File: src/rtl/div_5_bit_seq_pkg.sv
// Shared constants and state encoding for the sequential restoring divider.
package div_5_bit_seq_pkg;

    localparam int WIDTH  = 5;
    localparam int STEP_W = 3;

    typedef enum logic [1:0] {
        IDLE = 2'd0,
        RUN  = 2'd1,
        DONE = 2'd2
    } state_t;

endpackage

File: src/rtl/div_5_bit_seq_div_step.sv
// One restoring-division step: trial subtract of the divisor from the shifted partial remainder.
module div_step
    import div_5_bit_seq_pkg::*;
#(
    parameter int W = WIDTH
) (
    input  logic [W:0]   i_prem,
    input  logic [W-1:0] i_divisor,
    output logic [W:0]   o_rem,
    output logic         o_qbit
);

    logic [W+1:0] w_diff;

    // Extra top bit is the borrow: set means the trial subtraction went negative.
    assign w_diff = {1'b0, i_prem} - {2'b00, i_divisor};
    assign o_qbit = ~w_diff[W+1];
    assign o_rem  = o_qbit ? w_diff[W:0] : i_prem;

endmodule

File: src/rtl/div_5_bit_seq.sv
// Sequential unsigned divider: one quotient bit per cycle, MSB first.
//   state | meaning
//   IDLE  | waiting for start; results held
//   RUN   | WIDTH restoring steps
//   DONE  | write results; done pulses in the following cycle
module div_5_bit_seq #(
    parameter int WIDTH = div_5_bit_seq_pkg::WIDTH
) (
    input  logic             clk,
    input  logic             rst,
    input  logic             start,
    input  logic [WIDTH-1:0] A,
    input  logic [WIDTH-1:0] B,
    output logic [WIDTH-1:0] Quot,
    output logic [WIDTH-1:0] Rem,
    output logic             busy,
    output logic             done,
    output logic             div_zero
);

    import div_5_bit_seq_pkg::*;

    localparam logic [STEP_W-1:0] LAST_STEP = STEP_W'(WIDTH - 1);

    state_t             r_state;
    state_t             w_next;
    logic [STEP_W-1:0]  r_step;
    logic [WIDTH-1:0]   r_dvd;
    logic [WIDTH-1:0]   r_dvsr;
    logic [WIDTH:0]     r_prem;
    logic [WIDTH-1:0]   r_quot;
    logic [WIDTH-1:0]   r_rem;
    logic               r_done;
    logic               r_div_zero;
    logic [WIDTH:0]     w_prem_in;
    logic [WIDTH:0]     w_prem_out;
    logic               w_qbit;

    assign w_prem_in = (r_prem << 1) | {{WIDTH{1'b0}}, r_dvd[WIDTH-1]};

    div_step #(.W(WIDTH)) u_div_step (
        .i_prem    (w_prem_in),
        .i_divisor (r_dvsr),
        .o_rem     (w_prem_out),
        .o_qbit    (w_qbit)
    );

    always_ff @(posedge clk) begin
        if (rst) begin
            r_state <= IDLE;
        end else begin
            r_state <= w_next;
        end
    end

    always_comb begin
        w_next = r_state;
        case (r_state)
            IDLE:    if (start) w_next = (B == '0) ? DONE : RUN;
            RUN:     if (r_step == LAST_STEP) w_next = DONE;
            DONE:    w_next = IDLE;
            default: w_next = IDLE;
        endcase
    end

    always_comb begin
        busy     = (r_state == RUN);
        done     = r_done;
        div_zero = r_div_zero;
        Quot     = r_quot;
        Rem      = r_rem;
    end

    // The dividend register shifts out dividend bits and shifts in quotient bits.
    always_ff @(posedge clk) begin
        if (rst) begin
            r_step     <= '0;
            r_dvd      <= '0;
            r_dvsr     <= '0;
            r_prem     <= '0;
            r_quot     <= '0;
            r_rem      <= '0;
            r_done     <= 1'b0;
            r_div_zero <= 1'b0;
        end else begin
            r_done <= 1'b0;
            case (r_state)
                IDLE: begin
                    if (start) begin
                        r_dvd      <= A;
                        r_dvsr     <= B;
                        r_prem     <= '0;
                        r_step     <= '0;
                        r_div_zero <= 1'b0;
                    end
                end
                RUN: begin
                    r_prem <= w_prem_out;
                    r_dvd  <= {r_dvd[WIDTH-2:0], w_qbit};
                    r_step <= (r_step == LAST_STEP) ? '0 : r_step + 1'b1;
                end
                DONE: begin
                    r_done <= 1'b1;
                    if (r_dvsr == '0) begin
                        r_quot     <= '1;
                        r_rem      <= r_dvd;
                        r_div_zero <= 1'b1;
                    end else begin
                        r_quot <= r_dvd;
                        r_rem  <= r_prem[WIDTH-1:0];
                    end
                end
                default: ;
            endcase
        end
    end

endmodule

File: config.mk
export PLATFORM = sky130hd
export DESIGN_NAME = div_5_bit_seq
export DESIGN_NICKNAME = d
export VERILOG_FILES = /design/src/rtl/div_5_bit_seq_pkg.sv /design/src/rtl/div_5_bit_seq_div_step.sv /design/src/rtl/div_5_bit_seq.sv
export SDC_FILE = /design/constraint.sdc
export NUM_CORES = 1
export LEC_CHECK = 0
export CAP_MARGIN = 20
export CORE_MARGIN = 2
export CORE_UTILIZATION = 53
export DETAILED_ROUTE_END_ITERATION = 12
export PLACE_DENSITY = 0.79
export RECOVER_POWER = 100
export SLEW_MARGIN = 10
export SYNTH_ARGS = -nofsm -noshare
export SYNTH_HDL_FRONTEND = slang
export SYNTH_HIERARCHICAL = 1
export SYNTH_SLANG_ARGS = --single-unit
File: constraint.sdc
create_clock -name clk -period 3.2 [get_ports clk]
set_clock_uncertainty 0.2 [all_clocks]
set_input_delay 0.8 -clock clk [delete_from_list [all_inputs] [get_ports clk]]
set_output_delay 0.8 -clock clk [all_outputs]
set_load 0.1 [all_outputs]
# Yosys cells after proc, flatten, opt, wreduce, memory -nomap -nowiden

Cells that the tools add are included.

Bitwise gates (word level): 2
Multiplexer cells: 18
Add/sub/neg operators: 2
Reduce and logical (&&, ||, !) cells: 9
Equal/unequal tests: 6

Operators with widths:

| kind                  | number |
|---|---|
| $mux W5               | 5 |
| $pmux W5 S2           | 2 |
| $logic_not A5 Y1      | 2 |
| $sub A6 B5 Y7         | 1 |
| $mux W2               | 3 |
| $mux W3               | 2 |
| $or A6 B1 Y6          | 1 |
| $pmux W3 S2           | 1 |
| $reduce_and A2 Y1     | 3 |
| $ne A2 B2 Y1 const B  | 2 |
| $pmux W2 S2           | 1 |
| $reduce_bool A2 Y1    | 2 |
| $add A3 B1 Y3 const B | 1 |
| $eq A3 B3 Y1 const B  | 1 |
| $mux W1               | 3 |
| $reduce_and A3 Y1     | 1 |
| $eq A2 B1 Y1 const B  | 1 |
| $eq A2 B2 Y1 const B  | 1 |
| $logic_not A2 Y1      | 1 |
| $ne A2 B1 Y1 const B  | 1 |
| $pmux W1 S2           | 1 |
| $not A1 Y1            | 1 |

Logic and storage cells: 46
Output and inout bits: 13
Input bits: 13
Register bits: 32

# Longest topological paths before layout

Gate-level depths: netlist of the first run.

Depth in word-level cells: 4
Depth in mapped cells: 10
Depth with buffers taken out: 10

# Hierarchy

Netlist of the first run, hierarchy kept.

By module, submodules not included:

| module        | times used | cells each | area each (µm²) | sequential area each (µm²) |
|---|---|---|---|---|
| div_5_bit_seq | 1          | 147        | 1431.4          | 640.6 |
| div_step      | 1          | 34         | 280.3           | 0.0 |

# Worst setup path after synthesis of the first run

Ideal clock, no wire load.

Path kind: reg2reg
Start point: reg r_dvsr[0]
End point: reg r_prem[1]
Cell stages (with the launch flop): 10
Arrival: 1937 ps
Setup slack: 935 ps
Cell sequence: dfxtp_1 ha_1 inv_1 fa_1 a21oi_1 nor2b_1 o32a_2 mux2_4 a22oi_1 nor2_1

Word-level cells in the longest chain between the ends: 3

Ends and longest elaborated chain:

| what                    | line                         | text |
|---|---|---|
| from (decl)             | div_5_bit_seq.sv:29          | `logic [WIDTH-1:0] r_dvsr;` |
| from (signal assigned)  | div_5_bit_seq.sv:79          | `r_dvsr <= '0;` |
| from (signal assigned)  | div_5_bit_seq.sv:91          | `r_dvsr <= B;` |
| $sub A6 B5 Y7           | div_5_bit_seq_div_step.sv:16 | `assign w_diff = {1'b0, i_prem} - {2'b00, i_divisor};` |
| $mux W5                 | div_5_bit_seq_div_step.sv:18 | `assign o_rem = o_qbit ? w_diff[W:0] : i_prem;` |
| named net w_prem_out[1] | div_5_bit_seq.sv:36          | `logic [WIDTH:0] w_prem_out;` |
| $pmux W5 S2             | div_5_bit_seq.sv:87          | `case (r_state)` |
| to (signal assigned)    | div_5_bit_seq.sv:98          | `r_prem <= w_prem_out;` |
| to (decl)               | div_5_bit_seq.sv:30          | `logic [WIDTH:0] r_prem;` |

The timed path passes the listed nets, and every way through them passes these cells.
A chain may end at the register's enable or synchronous reset.

# Worst setup path in the final report of the first run

Start point: reg r_dvsr[0]
End point: reg r_prem[2]

The elaborated chain is that of the path after synthesis.

==> metrics, run 1 <==
FILL cells 286; Post-Syn Nets between 150 and 200; I/O Pins 26; Final Cycle Share 0.8166; Final Critical Period 2.613 ns; dpl hpwl 2.615 mm; CP max stage cell dfxtp_1; post-route antenna net violation count 0; hold path startpoint div_zero$_SDFFE_PP0P_; first-pass GRT wire length between 5 and 6 mm; Max clock buf depth 2; # DRC 0; reg-to-reg setup timing slack 0.59 ns; Nets 222; Routed WL ~3.4 mm; peak supply drop 0.2466 mV; crit path kind flop to flop; Tot Pwr 0.8757 mW; Pint 0.6137 mW; Top Family by Delay on Critical Path compound AO/OA/AOI/OAI gates; CTS H-tree lvls 2; Layout area overhead 12.20%; reg2reg end r_prem[2]$_SDFFE_PP0P_; Clock Pin Slew Worst Setup and Hold Paths around 0.09 ns; Crit. End Element flop; Clk pwr share 0.276; Tightest Pin Transition 1.414 ns; CP Max Fanout 5; Via Count 1365; Slew Limit Fails 0; Crit path required time 3.17 ns; Post-CTS Setup Bufs 0; CTS tree done; IO buf count 25; Setup Viol. Count Final 0; type of origin of the critical path flop; Avg Inst Size Synth 9.555 um2; Worst slew margin 0.05744; Sw Ratio 0.2992; Hold Slack roughly 0.3 ns; max capacitance violation total 0; Die Y 60.33 um; Synth Cell Area between 0.0015 and 0.002 mm2; combinational power share 0.221; Resize count post-CTS 0; DR vias/cell between 5 and 6; layout cells sized above 1 0.1040; Fin. Hold Viols 0; crit path DAT 2.59 ns; number of global-route vias before repair 1307; largest net degree at the start of global routing 33; Global Route Usage Sum 0.2164; clk sinks 32; Clk Latency, worst-skew pair 0.33 ns; Bufs and invs on worst path 1; Reg power frac 0.504; Die X-Extent 60.33 um; Starting Density 0.5554; gp weighted congestion 0.8389; Leak Pwr 0.6884 nW; First-pass DRT Iterations 4; unrepaired setup endpoints after global routing no; Reg2Reg Depth 9; ANT cells 0; synth warn 6; top achievable clock speed 382.7 MHz; initial antenna violation count 0; CTS root buf clkbuf_4; HP Class flop to flop; WP depth 9; GR Overflow Total 0; setup TNS 0 ns; CTS buffer count 5; Sw Pwr approximately 0.26 mW; cell area power density 464.1 mW/mm2; WHS Endpoint div_zero$_SDFFE_PP0P_; core box area slightly above 0.003 mm2; hold buffers post-CTS 0; post-DR wirelength/cell 14.00 um; status complete, no violations; Hold Crit Depth 2; cell count after synthesis between 150 and 200; full die area approximately 0.0036 mm2; detailed router's first-iteration violation count 76; CP cell instances ha_1 > inv_1 > fa_1 > a21oi_1 > nor2b_1 > o32a_1 > mux2_1 > a22oi_1 > nor2_1; worst flop-to-flop path startpoint r_dvsr[0]$_SDFFE_PP0P_; FP Rows 20; Worst path max stage delay 0.46 ns
-- per-stage QoR --
step,instance area [um2],instances,setup slack [ns],util
floorplan,1682,176,0.9472,-
global placement,1899,238,0.8033,0.6273
detailed placement,1899,238,0.7467,0.6273
CTS,1958,246,0.7189,0.6467
global route,1887,246,0.4256,0.6231
finish,1887,246,0.5869,0.6231
-- sequential cells by signal, indices dropped and copies added (netlist names) --
| signal | count |
|---|---|
| Quot | 5 |
| Rem | 5 |
| div_zero | 1 |
| done | 1 |
| r_dvd | 5 |
| r_dvsr | 5 |
| r_prem | 5 |
| r_state | 2 |
| r_step | 3 |
-- metal layers --
layer  share of wire  vias up  global-route usage
li1                -      679                   -
met1            0.43      635              0.2460
met2            0.48       41              0.3618
met3           0.054       10             0.07463
met4           0.028        0              0.1079
met5               0        -                   0
-- how the worst max path moves through the flow --
stage | from | to | slack [ns]
2_1_floorplan | r_dvsr[0]$_SDFFE_PP0P_ | r_prem[1]$_SDFFE_PP0P_ | 0.95
3_3_place_gp | r_dvsr[0]$_SDFFE_PP0P_ | r_prem[3]$_SDFFE_PP0P_ | 0.80
3_5_place_dp | start | r_dvsr[2]$_SDFFE_PP0P_ | 0.75
4_1_cts | r_dvsr[0]$_SDFFE_PP0P_ | r_prem[2]$_SDFFE_PP0P_ | 0.72
5_1_grt | r_dvd[4]$_SDFFE_PP0P_ | r_prem[2]$_SDFFE_PP0P_ | 0.43
6_report | r_dvsr[0]$_SDFFE_PP0P_ | r_prem[2]$_SDFFE_PP0P_ | 0.59
-- power groups by stage --
stage | clock network, mW | registers [mW] | logic (mW)
floorplan | 0 | 0.446 | 0.159
global placement | 0 | 0.449 | 0.191
detailed placement | 0 | 0.450 | 0.200
CTS | 0.248 | 0.441 | 0.201
global route | 0.267 | 0.445 | 0.211
finish | 0.241 | 0.441 | 0.193
-- area by class of cell --
class | count | area [um2] | share of cell area
Multi-Input combinational cell | 125 | 913.4 | 0.4841
Inverter | 10 | 37.54 | 0.01989
Timing Repair Buffer | 27 | 181.4 | 0.09615
Clock buffer | 8 | 58.81 | 0.03117
Sequential cell | 32 | 640.6 | 0.3395
Tap cell | 44 | 55.05 | 0.02918
-- worst min-delay path: stages, from the launching register on --
cell and delay (ns):
dfxtp_1 0.32, o21ai_0 0.07, a21oi_1 0.06
-- layout by cell type (no fill, tap or decap), types with 2 or more instances in the layout --
cell type / n
nor2_1: 33
clkdlybuf4s50_1: 11
xor2_1: 2
dfxtp_1: 32
nand2_1: 3
clkbuf_4: 5
a22oi_1: 6
a211oi_1: 9
a21oi_1: 5
nor3_1: 2
mux2i_1: 11
inv_1: 10
o21ai_1: 7
a311oi_1: 4
a211oi_2: 3
or4_1: 2
mux2_4: 2
ha_1: 7
nand3_1: 6
nand2b_1: 2
o21ai_0: 2
or3_1: 2
clkbuf_1: 15
Power figures use the tool's default switching activity.
==> run 2, diff against run 1 <==
--- a/config.mk
+++ b/config.mk
@@ -7,9 +7,9 @@
 export LEC_CHECK = 0
 export CAP_MARGIN = 20
 export CORE_MARGIN = 2
-export CORE_UTILIZATION = 53
+export CORE_UTILIZATION = 48
 export DETAILED_ROUTE_END_ITERATION = 12
-export PLACE_DENSITY = 0.79
+export PLACE_DENSITY = 0.75
 export RECOVER_POWER = 100
 export SLEW_MARGIN = 10
 export SYNTH_ARGS = -nofsm -noshare
==> constraint.sdc (replaced) <==
create_clock -name clk -period 2.24 [get_ports clk]
set_clock_uncertainty 0.2 [all_clocks]
set_input_delay 0.56 -clock clk [delete_from_list [all_inputs] [get_ports clk]]
set_output_delay 0.56 -clock clk [all_outputs]
set_load 0.1 [all_outputs]
==> metrics, run 2 (synthesized netlist as in run 1, its figures left out) <==
Crit path required time 2.28 ns (-0.89 ns); unrepaired setup endpoints after global routing yes; layout cells sized above 1 0.2891 (+0.1851); Reg power frac 0.423 (-0.081); IO buf count 25 (unchanged); Sw Ratio 0.2777 (-0.02147); Tot Pwr 1.475 mW (+68%); Routed WL 3.945 mm (+15%); DR vias/cell 5.545 (about the same); Post-DP Area 0.002133 mm2 (+12%); post-route antenna net violation count 0 (unchanged); FP Rows 21 (+5.0%); final core utilization 0.6269 (+0.003720); full die area 0.003993 mm2 (+9.7%); post-DR wirelength/cell 15.35 um (+9.6%); CTS root buf clkbuf_4; sequential standard cell area 643.1 um2 (+0.39%); Via Count 1425 (+4.4%); core box area 0.003363 mm2 (+11%); Global Route Usage Sum 0.2162 (-0.0002385); setup slack after layout 0.008207 ns (-0.5787 ns); Final Critical Period 2.232 ns (-0.3813 ns); Clk pwr share 0.336 (+0.060); Tightest Pin Transition 0.5522 ns (-0.8617 ns); final instance area 0.002108 mm2 (+12%); initial antenna violation count 0 (unchanged); area of the multi-input gates 979.7 um2 (+7.3%); reg-to-reg setup timing slack 0.008 ns (-0.58 ns); WL met2 2.045 mm (+23%); Sw Pwr 0.4097 mW (+56%); Max clock buf depth 2 (unchanged); CTS H-tree lvls 2 (unchanged); Slew Limit Fails 0 (unchanged); reg2reg end r_prem[3]$_SDFFE_PP0P_; max layer used met4; Worst slew margin 0.6303 (+0.5728); Final Cycle Share 0.9963 (+0.1797); gp weighted congestion 0.7987 (-4.8%); worst flop-to-flop path startpoint r_dvd[4]$_SDFFE_PP0P_; Clock Pin Slew Worst Setup and Hold Paths 0.10 ns (about the same); most frequent cells in the layout nor2_1, dfxtp_1, clkbuf_2; worst setup path startpoint r_dvd[4]$_SDFFE_PP0P_; setup TNS 0 ns (unchanged); Die X-Extent 63.19 um (+4.7%); # DRC 0 (unchanged); type of origin of the critical path flop; Post-CTS Setup Bufs 0 (unchanged); CP Capture Point r_prem[3]$_SDFFE_PP0P_; status complete, no violations; CTS tree done; Starting Density 0.5000 (-0.05537); First-pass DRT Iterations 5 (+1); CP Max Fanout 4 (-1); detailed router's first-iteration violation count 55 (-28%); Crit. End Element flop; Leak Pwr 0.8247 nW (+20%); most common cell after layout, fill and taps aside nor2_1; Pint 1.066 mW (+74%); crit path kind flop to flop; HP Class flop to flop; dpl hpwl 2.767 mm (+5.8%); crit path DAT 2.27 ns (-0.32 ns); Hold Crit Depth 2 (unchanged); max capacitance violation total 0 (unchanged); Setup Viol. Count Final 0 (unchanged); FILL cells 314 (+9.8%); Nets 231 (+4.1%); Met1 Wirelength 1.651 mm (+10%); CTS buffer count 5 (unchanged); Setup Slack @ Placement -0.06351 ns (-0.8102 ns); peak supply drop 0.3794 mV (+54%); hold buffers post-CTS 0 (unchanged); combinational power share 0.241 (+0.020); Die Y 63.19 um (+4.7%); cell area power density 699.7 mW/mm2 (+51%); clk sinks 32 (unchanged); Clk Latency, worst-skew pair 0.34 ns (about the same); GR Overflow Total 0 (unchanged); Fin. Hold Viols 0 (unchanged); Layout area overhead 25.37%; largest net degree at the start of global routing 33 (unchanged); top achievable clock speed 448.1 MHz (+17%); met3 WL 152 um (-18%); ANT cells 0 (unchanged); first-pass GRT wire length 6.630 mm (+15%); number of global-route vias before repair 1412 (+8.0%); Reg2Reg Depth 10 (+1); I/O Pins 26 (unchanged)
run 2: changes by cell type in the layout (fill, tap and decap cells not counted), sizes merged:
cell / previous run / this run
bufinv: 0 / 1
buf: 1 / 12
clkbuf: 22 / 19
run 2: area by class of cell:
cell class / count / share of cell area
clock buffers: 7 / 0.03086
clock inverters: 1 / 0.01424
inverters: 10 / 0.01780
multi-input cells: 125 / 0.4647
flip-flops and latches: 32 / 0.3050
well taps: 46 / 0.02730
repair buffers: 36 / 0.1401
run 2: critical path, stage by stage (launching register included):
cell and delay, ns:
dfxtp_2 0.34, inv_2 0.07, ha_4 0.13, inv_2 0.03, fa_2 0.35, a21oi_2 0.17, nor2b_2 0.07, o32a_4 0.22
mux2_4 0.31, a22oi_2 0.17, nor2_1 0.05
run 2: layer usage:
layer	vias up	global-route usage
met5	-	0
met4	0	0.1005
met3	8	0.05714
met2	32	0.3870
met1	682	0.2373
li1	703	-
run 2: power by group through the flow:
| stage | Clock, mW | Combinational [mW] | Sequential, mW |
|---|---|---|---|
| 3_3_place_gp | 0 | 0.317 | 0.633 |
| 5_1_grt | 0.539 | 0.381 | 0.628 |
| 3_5_place_dp | 0 | 0.330 | 0.635 |
| 2_1_floorplan | 0 | 0.227 | 0.637 |
| 4_1_cts | 0.506 | 0.340 | 0.623 |
| 6_report | 0.495 | 0.356 | 0.624 |
run 2: how the worst min path moves through the flow:
stage                                start  slack [ns]                     end
finish               div_zero$_SDFFE_PP0P_        0.31   div_zero$_SDFFE_PP0P_
global placement    r_step[2]$_SDFFE_PP0P_        0.30  r_step[2]$_SDFFE_PP0P_
detailed placement   div_zero$_SDFFE_PP0P_        0.31   div_zero$_SDFFE_PP0P_
CTS                  div_zero$_SDFFE_PP0P_        0.34   div_zero$_SDFFE_PP0P_
floorplan           r_step[2]$_SDFFE_PP0P_        0.28  r_step[2]$_SDFFE_PP0P_
global route           Rem[0]$_SDFFE_PP0P_        0.34     Rem[0]$_SDFFE_PP0P_
run 2: what timing repair did:
action                     4_1_cts  5_1_grt
gates resized for setup          4        9
setup endpoints to repair        5        6
pin swaps                        2        0
run 2: metrics by stage:
stage | instances | hold slack (ns)
after detailed placement | 249 | 0.3134
after CTS | 257 | 0.3374
after floorplan | 176 | 0.2796
final | 257 | 0.3068
after global routing | 257 | 0.3412
after global placement | 249 | 0.3041
==> run 3, diff against run 2 <==
--- a/config.mk
+++ b/config.mk
@@ -9,6 +9,7 @@
 export CORE_MARGIN = 2
 export CORE_UTILIZATION = 48
 export DETAILED_ROUTE_END_ITERATION = 12
+export MAX_ROUTING_LAYER = met4
 export PLACE_DENSITY = 0.75
 export RECOVER_POWER = 100
 export SLEW_MARGIN = 10
==> metrics, run 3 (synthesized netlist as in run 1, its figures left out) <==
Leak Pwr 0.8247 nW (unchanged); initial antenna violation count 0 (unchanged); gp weighted congestion 0.8101 (+1.4%); full die area 0.003993 mm2 (unchanged); I/O Pins 26 (unchanged); post-DR wirelength/cell 15.44 um (+0.58%); Via Count 1436 (+0.77%); worst flop-to-flop path startpoint r_dvd[4]$_SDFFE_PP0P_; Starting Density 0.5000 (unchanged); Final Cycle Share 0.9969 (about the same); most common cell after layout, fill and taps aside nor2_1; detailed router's first-iteration violation count 62 (+13%); Tot Pwr 1.477 mW (+0.15%); Layout area overhead 25.37% (unchanged); First-pass DRT Iterations 4 (-1); dpl cells 249 (unchanged); Routed WL 3.968 mm (+0.58%); post-route antenna net violation count 0 (unchanged); Setup Viol. Count Final 0 (unchanged); Reg2Reg Depth 10 (unchanged); Post-DP Area 0.002133 mm2 (unchanged); Final Critical Period 2.233 ns (+0.001227 ns); Die X-Extent 63.19 um (unchanged); Sw Pwr 0.4120 mW (+0.58%); layout cells sized above 1 0.2891 (unchanged); Die Y 63.19 um (unchanged); cell area power density 700.8 mW/mm2 (+0.15%); Pint 1.065 mW (about the same); Reg power frac 0.422 (about the same); peak supply drop 0.3797 mV (about the same); Slew Limit Fails 0 (unchanged); IO buf count 25 (unchanged); Fin. Hold Viols 0 (unchanged); FP Rows 21 (unchanged); Clk Latency, worst-skew pair 0.35 ns (about the same); HP Class flop to flop; # DRC 0 (unchanged); type of origin of the critical path flop; combinational power share 0.241 (about the same); status complete, no violations; crit path DAT 2.27 ns (about the same); core box area 0.003363 mm2 (unchanged); non-filler instance count after layout 257 (unchanged); Crit. End Element flop; number of global-route vias before repair 1411 (-0.071%); first-pass GRT wire length 6.679 mm (+0.74%); clk sinks 32 (unchanged); Post-CTS Setup Bufs 0 (unchanged); Clock Pin Slew Worst Setup and Hold Paths 0.11 ns (about the same); Tightest Pin Transition 0.5465 ns (-0.005647 ns); final instance area 0.002108 mm2 (unchanged); crit path kind flop to flop; CTS H-tree lvls 2 (unchanged); GR Overflow Total 0 (unchanged); most frequent cells in the layout nor2_1, dfxtp_1, clkbuf_2; ANT cells 0 (unchanged); CTS root buf clkbuf_4; Sw Ratio 0.2789 (+0.001178); unrepaired setup endpoints after global routing yes; final core utilization 0.6269 (unchanged); CTS tree done; worst setup path startpoint r_dvd[4]$_SDFFE_PP0P_; Clk pwr share 0.337 (about the same); top achievable clock speed 447.8 MHz (about the same); largest net degree at the start of global routing 33 (unchanged); Max clock buf depth 2 (unchanged); reg-to-reg setup timing slack 0.007 ns (about the same); reg2reg end r_prem[3]$_SDFFE_PP0P_; CP Max Fanout 4 (unchanged); dpl hpwl 2.767 mm (unchanged); CTS buffer count 5 (unchanged); CP Capture Point r_prem[3]$_SDFFE_PP0P_; max capacitance violation total 0 (unchanged); DR vias/cell 5.588 (+0.77%); Global Route Usage Sum 0.2230 (+0.006838); Crit path required time 2.28 ns (about the same); Nets 231 (unchanged); Worst slew margin 0.6341 (+0.003781)
## run 3: area by class of cell
type                    instances  area [um2]
well taps                      46       57.56
repair buffers                 36       295.3
clock inverters                 1       30.03
flip-flops and latches         32       643.1
inverters                      10       37.54
clock buffers                   7       65.06
multi-input cells             125       979.7
fillers                       314        1255
## run 3: worst min path at each step
stage                                      start                     end  cells past startpoint
after CTS                  div_zero$_SDFFE_PP0P_   div_zero$_SDFFE_PP0P_                      2
after global routing         Rem[0]$_SDFFE_PP0P_     Rem[0]$_SDFFE_PP0P_                      2
after global placement    r_step[2]$_SDFFE_PP0P_  r_step[2]$_SDFFE_PP0P_                      2
after detailed placement   div_zero$_SDFFE_PP0P_   div_zero$_SDFFE_PP0P_                      2
final                      div_zero$_SDFFE_PP0P_   div_zero$_SDFFE_PP0P_                      2
after floorplan           r_step[2]$_SDFFE_PP0P_  r_step[2]$_SDFFE_PP0P_                      2
## run 3: what timing repair did
item	4_1_cts	5_1_grt
pin swaps	2	0
endpoints found under the setup margin	5	6
hold buffers	0	0
cloned	0	0
resized for setup	4	9
## run 3: routing by layer
| layer | part of all wire | up-vias | routed length [um] | GRT usage |
|---|---|---|---|---|
| met1 | 0.43 | 683 | 1690 | 0.2407 |
| met4 | 0.024 | 0 | 95 | 0.1005 |
| li1 | - | 701 | - | - |
| met3 | 0.043 | 7 | 170 | 0.05714 |
| met2 | 0.51 | 45 | 2011 | 0.3856 |
| met5 | 0 | - | 0 | - |
## run 3: critical path, stage by stage (launching register included)
cell	delay, ns
dfxtp_2	0.34
inv_2	0.07
ha_4	0.13
inv_2	0.03
fa_2	0.35
a21oi_2	0.17
nor2b_2	0.07
o32a_4	0.22
mux2_4	0.31
a22oi_2	0.17
nor2_1	0.05
## run 3: power by group through the flow
stage | Sequential [mW] | Clock [mW] | Combinational, mW
2_1_floorplan | 0.637 | 0 | 0.227
3_3_place_gp | 0.633 | 0 | 0.317
3_5_place_dp | 0.635 | 0 | 0.330
4_1_cts | 0.623 | 0.506 | 0.340
5_1_grt | 0.628 | 0.539 | 0.381
6_report | 0.624 | 0.497 | 0.356
## run 3: per-stage QoR
stage | TNS, ns | hold slack, ns | setup slack, ns
after floorplan | 0 | 0.2796 | 0.02617
after global placement | 0 | 0.3041 | 0.04338
after detailed placement | -0.1398 | 0.3134 | -0.06351
after CTS | 0 | 0.3374 | 0.008255
after global routing | -0.2777 | 0.3412 | -0.07201
final | 0 | 0.3109 | 0.006980
